==> config.mk <==
export PLATFORM = sky130hd
export DESIGN_NAME = mem_req_shim
export DESIGN_NICKNAME = d
export VERILOG_FILES = /design/src/rtl/mem_req_shim.sv
export SDC_FILE = /design/constraint.sdc
export NUM_CORES = 1
export LEC_CHECK = 0
export BUFFER_PORTS_ARGS = -buffer_cell sky130_fd_sc_hd__buf_4
export CAP_MARGIN = 10
export CELL_PAD_IN_SITES_DETAIL_PLACEMENT = 0
export CELL_PAD_IN_SITES_GLOBAL_PLACEMENT = 2
export CORE_UTILIZATION = 38
export CTS_CLUSTER_DIAMETER = 120
export DETAILED_ROUTE_END_ITERATION = 8
export GPL_ROUTABILITY_DRIVEN = 0
export PLACE_DENSITY_LB_ADDON = 0.1
export SYNTH_ARGS = -nofsm -noshare
export SYNTH_HDL_FRONTEND = slang
export SYNTH_SLANG_ARGS = --single-unit
==> constraint.sdc <==
create_clock -name clk -period 2.4 [get_ports clk]
set_input_delay 0.48 -clock clk [delete_from_list [all_inputs] [get_ports clk]]
set_output_delay 0.48 -clock clk [all_outputs]
set_load 0.01 [all_outputs]
==> src/rtl/mem_req_shim.sv <==
// Queuing/latency shim between the CPU memory ports and the external memory model.
// Handshake: a transfer happens on a rising edge where valid && ready; response channels have no ready.
module mem_req_shim_fifo #(
    parameter int W     = 8,
    parameter int DEPTH = 4
) (
    input  logic         clk,
    input  logic         reset_n,
    input  logic         push,
    input  logic [W-1:0] push_data,
    input  logic         pop,
    output logic [W-1:0] pop_data,
    output logic         full,
    output logic         empty
);
    localparam int PTR_BITS = $clog2(DEPTH);

    logic [W-1:0]      mem [DEPTH];
    logic [PTR_BITS:0] wr_ptr;
    logic [PTR_BITS:0] rd_ptr;

    // Extra MSB distinguishes full from empty when the index bits match.
    assign empty    = (wr_ptr == rd_ptr);
    assign full     = (wr_ptr[PTR_BITS] != rd_ptr[PTR_BITS]) &&
                      (wr_ptr[PTR_BITS-1:0] == rd_ptr[PTR_BITS-1:0]);
    assign pop_data = mem[rd_ptr[PTR_BITS-1:0]];

    always_ff @(posedge clk or negedge reset_n) begin
        if (!reset_n) begin
            wr_ptr <= '0;
            rd_ptr <= '0;
            for (int i = 0; i < DEPTH; i++) mem[i] <= '0;
        end else begin
            if (push) begin
                mem[wr_ptr[PTR_BITS-1:0]] <= push_data;
                wr_ptr <= wr_ptr + (PTR_BITS+1)'(1);
            end
            if (pop) rd_ptr <= rd_ptr + (PTR_BITS+1)'(1);
        end
    end
endmodule

module mem_req_shim #(
    parameter int TAG_BITS        = 5,
    parameter int ADDR_BITS       = 28,
    parameter int DATA_BITS       = 128,
    parameter int REQ_DEPTH       = 4,
    parameter int RESP_LATENCY    = 3,
    parameter int MAX_OUTSTANDING = 8
) (
    input  logic                   clk,
    input  logic                   reset_n,
    input  logic                   cpu_req_valid,
    output logic                   cpu_req_ready,
    input  logic                   cpu_req_rw,
    input  logic [ADDR_BITS-1:0]   cpu_req_addr,
    input  logic [TAG_BITS-1:0]    cpu_req_tag,
    input  logic                   cpu_req_data_valid,
    output logic                   cpu_req_data_ready,
    input  logic [DATA_BITS-1:0]   cpu_req_data_bits,
    input  logic [DATA_BITS/8-1:0] cpu_req_data_mask,
    output logic                   cpu_resp_valid,
    output logic [TAG_BITS-1:0]    cpu_resp_tag,
    output logic [DATA_BITS-1:0]   cpu_resp_data,
    output logic                   mem_req_valid,
    input  logic                   mem_req_ready,
    output logic                   mem_req_rw,
    output logic [ADDR_BITS-1:0]   mem_req_addr,
    output logic [TAG_BITS-1:0]    mem_req_tag,
    output logic                   mem_req_data_valid,
    input  logic                   mem_req_data_ready,
    output logic [DATA_BITS-1:0]   mem_req_data_bits,
    output logic [DATA_BITS/8-1:0] mem_req_data_mask,
    input  logic                   mem_resp_valid,
    input  logic [TAG_BITS-1:0]    mem_resp_tag,
    input  logic [DATA_BITS-1:0]   mem_resp_data,
    output logic                   err_unexpected_resp
);
    localparam int MASK_BITS = DATA_BITS / 8;
    localparam int REQ_W     = 1 + ADDR_BITS + TAG_BITS;
    localparam int DAT_W     = DATA_BITS + MASK_BITS;
    localparam int CRED_BITS = $clog2(MAX_OUTSTANDING + 1);
    // One spare bit so unexpected responses cannot wrap the in-flight count.
    localparam int FLT_BITS  = CRED_BITS + 1;
    localparam logic [CRED_BITS-1:0] CRED_MAX = CRED_BITS'(MAX_OUTSTANDING);

    logic                 req_full, req_empty, data_full, data_empty;
    logic                 req_push, req_pop, data_push, data_pop;
    logic [REQ_W-1:0]     req_head;
    logic [DAT_W-1:0]     data_head;
    logic [CRED_BITS-1:0] credit;
    logic [FLT_BITS-1:0]  in_flight;
    logic                 rd_accept, rd_issue, unexpected;

    // Gated by reset_n so readies drop the instant reset asserts.
    assign cpu_req_ready      = reset_n && !req_full && (cpu_req_rw || credit != '0);
    assign cpu_req_data_ready = reset_n && !data_full;

    assign req_push  = cpu_req_valid && cpu_req_ready;
    assign req_pop   = mem_req_valid && mem_req_ready;
    assign data_push = cpu_req_data_valid && cpu_req_data_ready;
    assign data_pop  = mem_req_data_valid && mem_req_data_ready;

    mem_req_shim_fifo #(.W(REQ_W), .DEPTH(REQ_DEPTH)) u_req_fifo (
        .clk       (clk),
        .reset_n   (reset_n),
        .push      (req_push),
        .push_data ({cpu_req_rw, cpu_req_addr, cpu_req_tag}),
        .pop       (req_pop),
        .pop_data  (req_head),
        .full      (req_full),
        .empty     (req_empty)
    );

    mem_req_shim_fifo #(.W(DAT_W), .DEPTH(REQ_DEPTH)) u_data_fifo (
        .clk       (clk),
        .reset_n   (reset_n),
        .push      (data_push),
        .push_data ({cpu_req_data_bits, cpu_req_data_mask}),
        .pop       (data_pop),
        .pop_data  (data_head),
        .full      (data_full),
        .empty     (data_empty)
    );

    assign mem_req_valid                            = !req_empty;
    assign {mem_req_rw, mem_req_addr, mem_req_tag}  = req_head;
    assign mem_req_data_valid                       = !data_empty;
    assign {mem_req_data_bits, mem_req_data_mask}   = data_head;

    assign rd_accept  = req_push && !cpu_req_rw;
    assign rd_issue   = req_pop && !mem_req_rw;
    assign unexpected = mem_resp_valid && (in_flight == '0);

    always_ff @(posedge clk or negedge reset_n) begin
        if (!reset_n) begin
            credit <= CRED_MAX;
        end else if (rd_accept && !cpu_resp_valid) begin
            credit <= credit - CRED_BITS'(1);
        end else if (!rd_accept && cpu_resp_valid && credit != CRED_MAX) begin
            credit <= credit + CRED_BITS'(1);
        end
    end

    always_ff @(posedge clk or negedge reset_n) begin
        if (!reset_n) begin
            in_flight           <= '0;
            err_unexpected_resp <= 1'b0;
        end else begin
            if (rd_issue && !(mem_resp_valid && !unexpected))
                in_flight <= in_flight + FLT_BITS'(1);
            else if (!rd_issue && mem_resp_valid && !unexpected)
                in_flight <= in_flight - FLT_BITS'(1);
            if (unexpected) err_unexpected_resp <= 1'b1;
        end
    end

    generate
        if (RESP_LATENCY == 0) begin : g_pass
            assign cpu_resp_valid = reset_n && mem_resp_valid;
            assign cpu_resp_tag   = reset_n ? mem_resp_tag : '0;
            assign cpu_resp_data  = reset_n ? mem_resp_data : '0;
        end else begin : g_delay
            logic [RESP_LATENCY-1:0] dl_valid;
            logic [TAG_BITS-1:0]     dl_tag  [RESP_LATENCY];
            logic [DATA_BITS-1:0]    dl_data [RESP_LATENCY];

            always_ff @(posedge clk or negedge reset_n) begin
                if (!reset_n) begin
                    dl_valid <= '0;
                    for (int i = 0; i < RESP_LATENCY; i++) begin
                        dl_tag[i]  <= '0;
                        dl_data[i] <= '0;
                    end
                end else begin
                    dl_valid[0] <= mem_resp_valid;
                    dl_tag[0]   <= mem_resp_tag;
                    dl_data[0]  <= mem_resp_data;
                    for (int i = 1; i < RESP_LATENCY; i++) begin
                        dl_valid[i] <= dl_valid[i-1];
                        dl_tag[i]   <= dl_tag[i-1];
                        dl_data[i]  <= dl_data[i-1];
                    end
                end
            end

            assign cpu_resp_valid = dl_valid[RESP_LATENCY-1];
            assign cpu_resp_tag   = dl_tag[RESP_LATENCY-1];
            assign cpu_resp_data  = dl_data[RESP_LATENCY-1];
        end
    endgenerate
endmodule

==> tab_implementation.tex, run 1 <==
\begin{tabular}{lr}
\hline
Metric & Value \\
\hline
\multicolumn{2}{l}{\textbf{Worst setup path}} \\
\quad Kind of critical path & flop to primary output \\
\quad Number of buffers and inverters on the critical path & 5 \\
\quad Type of origin of the critical path & flop \\
\quad Family with the most delay on the worst path & buffers and inverters \\
\quad Total stage count of the critical path & 6 \\
\quad Arrival @ worst endpoint & 2.39 ns \\
\quad Critical-path cell with the highest stage delay & dfrtp\_4 \\
\quad Most used cell along the critical path & buf\_12 \\
\quad Critical-path cell list & buf\_12 > buf\_12 > buf\_12 > buf\_16 > mux4\_2 > buf\_6 \\
\quad Critical path peak fanout & 5 \\
\quad Endpoint type of the worst setup path & primary output \\
\quad CP peak stage delay & 0.49 ns \\
\quad Critical Path RT & 1.92 ns \\
\quad Depth of the worst register-to-register path & 12 \\
\multicolumn{2}{l}{\textbf{Finish}} \\
\quad Utilization after layout & 53.4\% \\
\quad Number of fill cells & 9146 \\
\quad Number of nets in the final layout & 3736 \\
\quad Area delta synth->final & 38.5\% \\
\quad Fraction of layout instances using a drive strength above 1 & 40.2\% \\
\quad Finished Cell Area & 60300 µm² \\
\multicolumn{2}{l}{\textbf{STA}} \\
\quad Final-report max-slew violation count & 0 \\
\quad Unrepaired setup endpoints after global routing & true \\
\quad Fmax & 349 MHz \\
\quad Largest clock skew in the final design & 0.0345 ns \\
\quad Setup ws final & -0.469 ns \\
\quad Share of the clock period used by the worst path after layout & 120\% \\
\quad Setup violators final & 767 \\
\quad Clock period minus final worst setup slack & 2.87 ns \\
\quad Transition time at the pin with the least slew margin & 0.980 ns \\
\quad Max transition margin & 34.7\% \\
\quad Count of endpoints failing hold in the final timing report & 0 \\
\multicolumn{2}{l}{\textbf{Die}} \\
\quad Die outline height & 340 µm \\
\quad Number of I/O pins & 635 \\
\quad Die Area & 116000 µm² \\
\quad Die Wd & 340 µm \\
\quad Effective utilization at floorplan & 38.5\% \\
\quad Site row count & 123 \\
\quad Area of the core & 113000 µm² \\
\multicolumn{2}{l}{\textbf{Pwr}} \\
\quad Switching power summed over all nets & 24800 µW \\
\quad Sequential cell fraction of total power & 35.6\% \\
\quad Power per standard cell area & 1360 nW/µm² \\
\quad Part of the power in combinational logic & 40.5\% \\
\quad Maximum vdd ir drop & 0.998 mV \\
\quad Leak & 0.0276 µW \\
\quad Internal power & 57100 µW \\
\quad Switching power as a share of total power & 30.3\% \\
\quad Clock power share & 23.8\% \\
\multicolumn{2}{l}{\textbf{CTS}} \\
\quad TritonCTS clock tree & done \\
\quad Total clock buffers created by CTS & 130 \\
\quad Depth of the CTS H-tree & 4 \\
\quad Num Clock Sinks & 1136 \\
\quad Clock latency reported for the late side of the worst-skew pair & 0.72 ns \\
\quad CTS Buffer Depth & 3 \\
\quad Root buffer cell & clkbuf\_16 \\
\quad Clock transition at the registers of the reported paths & 0.06 ns \\
\multicolumn{2}{l}{\textbf{Place}} \\
\quad Count of buffers from port buffering & 634 \\
\quad Detailed-placement wirelength estimate & 69.1 mm \\
\quad Placed inst area & 49700 µm² \\
\quad Placement-stage worst setup slack & -0.0221 ns \\
\multicolumn{2}{l}{\textbf{Detailed routing}} \\
\quad Detailed-route via count & 24000 \\
\quad Final wirelength & 117 mm \\
\quad Routed length per placed instance & 23.3 µm \\
\quad Post-route DRC violation count & 0 \\
\quad Via-to-Cell Ratio & 4.80 \\
\quad Post-route ant nets & 0 \\
\quad First-iteration detailed-routing DRC count & 788 \\
\quad Count of TritonRoute iterations in the first routing pass & 6 \\
\multicolumn{2}{l}{\textbf{Global routing}} \\
\quad Met2 usage & 34.0\% \\
\quad Maximum number of pins on one net before global-route repair & 177 \\
\quad Global route overflow & 0 \\
\quad Number of global-route vias before repair & 27700 \\
\quad GR peak layer & met2 \\
\quad Met1 usage in global routing & 23.9\% \\
\quad Total Routing Usage GR & 19.4\% \\
\quad Grt met3 use & 4.84\% \\
\quad Number of antenna violations at the first check in global routing & 10 \\
\quad Wire length of the first global-routing pass & 172 mm \\
\multicolumn{2}{l}{\textbf{Logic synthesis}} \\
\quad Synth unique cells & 44 \\
\quad Area of the mapped netlist & 43500 µm² \\
\quad Post-synthesis net count & 2720 \\
\quad Count of state elements after synthesis & 1136 \\
\quad Leading cell types by total area after synthesis & dfrtp\_1 (65\%), mux2\_1 (15\%), mux4\_2 (9.2\%) \\
\quad Cell taking the most area after synthesis & dfrtp\_1 \\
\quad Synthesized netlist cell count & 2385 \\
\quad Register area share after synthesis & 65.3\% \\
\quad Yosys synthesis warning count & 0 \\
\quad Share of Yosys cell area claimed by the top area cell type & 65.3\% \\
\quad Average size of a mapped cell & 18.3 µm² \\
\multicolumn{2}{l}{\textbf{Min path}} \\
\quad Number of cells on the worst hold path & 3 \\
\quad Hold crit path type & input port to flop \\
\multicolumn{2}{l}{\textbf{Run}} \\
\quad Max-Cap Viols & 0 \\
\multicolumn{2}{l}{\textbf{Status}} \\
\quad Outcome & complete, but fails checks \\
\quad Failing checks & setup timing \\
\hline
\end{tabular}
==> layout by cell type (no fill, tap or decap), types with 32 or more instances in the layout <==
cell / count
buf_12: 55
mux4_2: 178
mux2_1: 537
clkbuf_1: 32
mux2_4: 178
buf_4: 502
clkbuf_16: 158
dlygate4sd3_1: 313
dfrtp_1: 1132
buf_16: 32
buf_6: 194
==> what timing repair did <==
item	4_1_cts	5_1_grt
resized for setup	240	100
setup buffers	27	27
hold buffers	314	0
cloned	18	36
hold endpoints to repair	894	0
pin swaps	10	17
setup endpoints to repair	182	779
==> worst paths after layout <==
kind                                             from                     end  slack [ns]
max in group asynchronous                     reset_n    u_req_fifo.rd_ptr[0]        1.14
min in group asynchronous                     reset_n    u_data_fifo.mem[487]        0.14
worst max register to register  u_data_fifo.rd_ptr[0]    u_data_fifo.mem[138]       -0.30
worst min-delay path               mem_req_data_ready   u_data_fifo.rd_ptr[2]        0.09
worst min register to register   g_delay.dl_data[341]    g_delay.dl_data[213]        0.34
worst max-delay path            u_data_fifo.rd_ptr[0]  mem_req_data_bits[123]       -0.47
==> tightest hold or removal path, cell delays in order <==
cell	delay (ns)
buf_4	0.12
nand3_1	0.09
xnor2_1	0.06
==> registers in the layout (all words and copies together), names as in the netlist <==
register and count:
u_data_fifo.wr_ptr 3, u_req_fifo.wr_ptr 3, g_delay.dl_valid 3, err_unexpected_resp 1, cpu_resp_data 128, u_req_fifo.rd_ptr 3, cpu_resp_tag 5, u_req_fifo.mem 136
g_delay.dl_tag 10, g_delay.dl_data 256, in_flight 5, u_data_fifo.mem 576, u_data_fifo.rd_ptr 3, credit 4
==> stage by stage <==
stage | hold WS (ns) | TNS (ns) | cells | power, µW
final | 0.0925 | -193.19 | 5000 | 81900
after global routing | 0.0703 | -259.55 | 4998 | 86300
after CTS | 0.0227 | -122.61 | 4934 | 81600
after detailed placement | 0.335 | -0.0284 | 4351 | 56300
after global placement | 0.331 | -0.0888 | 4351 | 55000
after floorplan | 0.184 | -0.0114 | 2385 | 44300
==> cells by family after synthesis <==
| family | count (synthesis) | synth area share [%] |
|---|---|---|
| AND/OR/NAND/NOR | 36 | 0.523 |
| buffers and inverters | 257 | 3.98 |
| adder cells (fa/ha/maj) | 17 | 0.523 |
| flip-flops | 1136 | 65.3 |
| XOR/XNOR | 23 | 0.515 |
| AO/OA/AOI/OAI | 20 | 0.342 |
| multiplexers | 896 | 28.8 |
==> routing by layer <==
layer / wire, µm / vias to the layer above
met1: 47600 / 12800
met2: 60600 / 524
met3: 5970 / 161
li1: - / 10500
met5: 28 / -
met4: 2380 / 6
==> power groups by stage <==
stage          clock network (µW)  logic [µW]  registers [µW]
2_1_floorplan                   0       16100           28100
3_3_place_gp                    0       26200           28800
3_5_place_dp                    0       26900           29400
4_1_cts                     20100       32300           29200
5_1_grt                     21000       35300           30000
6_report                    19500       33200           29200
==> synth_stat cells, drive strengths merged <==
cell	n
a21o	5
a21oi	3
a22o	2
a311oi	1
a31o	1
a32oi	1
and2	3
and2b	1
and3	1
buf	232
clkbuf	16
dfrtp	1135
dfstp	1
fa	2
ha	15
inv	9
mux2	717
mux2i	1
mux4	178
nand2	15
nand3	6
nand3b	2
nor2	4
nor3	1
nor3b	1
nor4	1
o211ai	2
o21ai	3
o21bai	1
o31a	1
or4	1
xnor2	19
xor2	4
==> area by class of cell <==
class,count,area (µm²),area share [%]
flip-flops and latches,1136,28400,47.2
well taps,1500,1880,3.11
diodes,7,17.5,0.0291
repair buffers,1126,11800,19.5
clock inverters,36,502,0.832
multi-input cells,998,13900,23.0
inverters,9,33.8,0.0560
clock buffers,188,3760,6.24
No activity file was read; power rests on OpenSTA's default activity.
==> inputs of run 2 (changes only) <==
- CORE_ASPECT_RATIO: not set -> 0.6
==> tab_implementation.tex, run 2 (same netlist as run 1, synthesis figures left out) <==
\begin{tabular}{lr}
\hline
Metric & Value \\
\hline
\multicolumn{2}{l}{\textbf{Worst setup path}} \\
\quad Arrival @ worst endpoint & 2.34 ns (was 2.39 ns) \\
\quad Type of origin of the critical path & flop (unchanged) \\
\quad Kind of critical path & flop to primary output (unchanged) \\
\quad Critical path peak fanout & 13 (was 5) \\
\quad Endpoint type of the worst setup path & primary output (unchanged) \\
\quad Critical Path RT & 1.92 ns (about the same) \\
\multicolumn{2}{l}{\textbf{Die}} \\
\quad Number of I/O pins & 635 (unchanged) \\
\quad Site row count & 95 (was 123) \\
\quad Die outline height & 264 µm (was 340 µm) \\
\quad Effective utilization at floorplan & 38.6\% (was 38.5\%) \\
\quad Area of the core & 113000 µm² (about the same) \\
\quad Die Wd & 439 µm (was 340 µm) \\
\quad Die Area & 116000 µm² (about the same) \\
\multicolumn{2}{l}{\textbf{Pwr}} \\
\quad Clock power share & 22.5\% (was 23.8\%) \\
\quad Power per standard cell area & 1340 nW/µm² (was 1360 nW/µm²) \\
\quad Leak & 0.0270 µW (was 0.0276 µW) \\
\quad Switching power summed over all nets & 24300 µW (was 24800 µW) \\
\quad Maximum vdd ir drop & 0.762 mV (was 0.998 mV) \\
\quad Switching power as a share of total power & 30.6\% (was 30.3\%) \\
\quad Internal power & 55100 µW (was 57100 µW) \\
\quad Sequential cell fraction of total power & 36.8\% (was 35.6\%) \\
\quad Part of the power in combinational logic & 40.7\% (was 40.5\%) \\
\multicolumn{2}{l}{\textbf{Detailed routing}} \\
\quad Via-to-Cell Ratio & 4.80 (about the same) \\
\quad Post-route ant nets & 0 (unchanged) \\
\quad First-iteration detailed-routing DRC count & 906 (was 788) \\
\quad Count of TritonRoute iterations in the first routing pass & 4 (was 6) \\
\quad Routed length per placed instance & 22.9 µm (was 23.3 µm) \\
\quad Post-route DRC violation count & 0 (unchanged) \\
\quad Detailed-route via count & 23800 (was 24000) \\
\quad Final wirelength & 113 mm (was 117 mm) \\
\multicolumn{2}{l}{\textbf{Global routing}} \\
\quad Global route overflow & 0 (unchanged) \\
\quad Wire length of the first global-routing pass & 170 mm (was 172 mm) \\
\quad Maximum number of pins on one net before global-route repair & 172 (was 177) \\
\quad Total Routing Usage GR & 19.3\% (was 19.4\%) \\
\quad Number of antenna violations at the first check in global routing & 6 (was 10) \\
\quad Number of global-route vias before repair & 27300 (was 27700) \\
\multicolumn{2}{l}{\textbf{STA}} \\
\quad Final-report max-slew violation count & 0 (unchanged) \\
\quad Max transition margin & 37.7\% (was 34.7\%) \\
\quad Setup violators final & 185 (was 767) \\
\quad Setup ws final & -0.418 ns (was -0.469 ns) \\
\quad Largest clock skew in the final design & 0.0439 ns (was 0.0345 ns) \\
\quad Share of the clock period used by the worst path after layout & 117\% (was 120\%) \\
\quad Transition time at the pin with the least slew margin & 0.935 ns (was 0.980 ns) \\
\quad Count of endpoints failing hold in the final timing report & 0 (unchanged) \\
\quad Clock period minus final worst setup slack & 2.82 ns (was 2.87 ns) \\
\quad Unrepaired setup endpoints after global routing & true (unchanged) \\
\quad Fmax & 355 MHz (was 349 MHz) \\
\multicolumn{2}{l}{\textbf{Place}} \\
\quad Number of placed instances with taps included & 4363 (was 4351) \\
\quad Placement-stage worst setup slack & -0.0141 ns (was -0.0221 ns) \\
\quad Count of buffers from port buffering & 634 (unchanged) \\
\quad Detailed-placement wirelength estimate & 71.2 mm (was 69.1 mm) \\
\multicolumn{2}{l}{\textbf{Finish}} \\
\quad Number of flip-flops in the largest register & 576 (unchanged) \\
\quad Number of nets in the final layout & 3701 (was 3736) \\
\quad Largest registers ranked by flip-flop count & u\_data\_fifo.mem x576, g\_delay.dl\_data x256, u\_req\_fifo.mem x136 (unchanged) \\
\quad Area delta synth->final & 35.9\% (was 38.5\%) \\
\quad Count of non-filler cells in the finished layout & 4964 (was 5000) \\
\quad Register containing the most flip-flops in the final layout & u\_data\_fifo.mem (unchanged) \\
\quad Fraction of layout instances using a drive strength above 1 & 38.9\% (was 40.2\%) \\
\quad Most frequent cells in the layout & dfrtp\_1 (1132), mux2\_1 (576), buf\_4 (511), dlygate4sd3\_1 (313), buf\_6 (197) (was dfrtp\_1 (1132), mux2\_1 (537), buf\_4 (502), dlygate4sd3\_1 (313), buf\_6 (194)) \\
\quad Most frequent standard cell in the layout excluding fill and tap cells & dfrtp\_1 (unchanged) \\
\multicolumn{2}{l}{\textbf{Status}} \\
\quad Failing checks & setup timing (unchanged) \\
\quad Outcome & complete, but fails checks (unchanged) \\
\multicolumn{2}{l}{\textbf{CTS}} \\
\quad Depth of the CTS H-tree & 3 (was 4) \\
\quad Total clock buffers created by CTS & 107 (was 130) \\
\quad CTS Buffer Depth & 3 (unchanged) \\
\quad Clock latency reported for the late side of the worst-skew pair & 0.72 ns (about the same) \\
\quad Num Clock Sinks & 1136 (unchanged) \\
\quad TritonCTS clock tree & done (unchanged) \\
\quad Clock transition at the registers of the reported paths & 0.07 ns (was 0.06 ns) \\
\quad Root buffer cell & clkbuf\_16 (unchanged) \\
\multicolumn{2}{l}{\textbf{Min path}} \\
\quad Hold crit path type & input port to flop (unchanged) \\
\multicolumn{2}{l}{\textbf{Run}} \\
\quad Max-Cap Viols & 0 (unchanged) \\
\hline
\end{tabular}
-- run 2: cell types whose count changed in the layout (fill, tap and decap cells not counted), sizes merged --
cell          delta
clkinv           +3
dlymetal6s4s     +1
nand2            -2
buf              -3
clkbuf          -49
inv              +1
bufinv           +6
clkinvlp         +6
bufbuf           +1
diode            -3
-- run 2: worst max-delay path, stage by stage (launching register included) --
cell and delay, ns:
dfrtp_4 0.47, buf_12 0.21, buf_16 0.21, mux4_2 0.57, buf_6 0.15
-- run 2: final timing paths --
kind / from / depth (start not counted) / slack, ns / to
worst min register to register: g_delay.dl_data[347] / 0 / 0.33 / g_delay.dl_data[219]
worst max-delay path: u_data_fifo.rd_ptr[0] / 4 / -0.42 / mem_req_data_bits[77]
min in group asynchronous: reset_n / 4 / 0.35 / u_data_fifo.mem[430]
max in group asynchronous: reset_n / 5 / 0.77 / u_data_fifo.mem[225]
worst max register to register: u_req_fifo.rd_ptr[0] / 11 / -0.15 / in_flight[4]
worst min-delay path: mem_req_data_ready / 3 / 0.1 / u_data_fifo.rd_ptr[2]
-- run 2: metrics by stage --
| stage | setup TNS (ns) | power, µW | hold WS, ns | instance area, µm² | util, % |
|---|---|---|---|---|---|
| final | -59.53 | 79400 | 0.0988 | 59200 | 52.5 |
| after global routing | -79.58 | 83700 | 0.0838 | 59200 | 52.4 |
| after CTS | -77.28 | 79600 | 0.0143 | 58200 | 51.6 |
| after detailed placement | -0.0141 | 56400 | 0.335 | 49800 | 44.1 |
| after global placement | -0.0759 | 55200 | 0.331 | 49800 | 44.1 |
| after floorplan | -0.0114 | 44300 | 0.184 | 43600 | - |
-- run 2: power by group through the flow --
| stage | Sequential, µW | Clock, µW | Combinational [µW] |
|---|---|---|---|
| after floorplan | 28100 | 0 | 16100 |
| after global placement | 28800 | 0 | 26400 |
| after detailed placement | 29400 | 0 | 27000 |
| after CTS | 29100 | 18500 | 32000 |
| after global routing | 30000 | 19200 | 34500 |
| final | 29200 | 17900 | 32300 |
-- run 2: cell type report --
class / count / area (µm²)
diodes: 4 / 10.0
clock buffers: 148 / 3060
clock inverters: 52 / 691
fillers: 9170 / 53600
inverters: 9 / 33.8
multi-input cells: 996 / 13700
flip-flops and latches: 1136 / 28400
well taps: 1503 / 1880
repair buffers: 1116 / 11300
-- run 2: metal layers --
layer	wire length [µm]	part of all wire (%)	vias up	track usage [%]
li1	-	-	10400	-
met1	46300	41	12800	24.2
met2	58200	51	443	32.9
met3	5790	5.1	180	4.51
met4	3100	2.7	8	6.05
met5	66	0.058	-	0
-- run 2: timing repair --
item	4_1_cts	5_1_grt
gates resized for setup	255	59
endpoints found under the setup margin	182	468
hold buffers	315	0
cloned	12	23
endpoints found under the hold margin	911	0
pin swaps	8	13
setup buffers	18	34
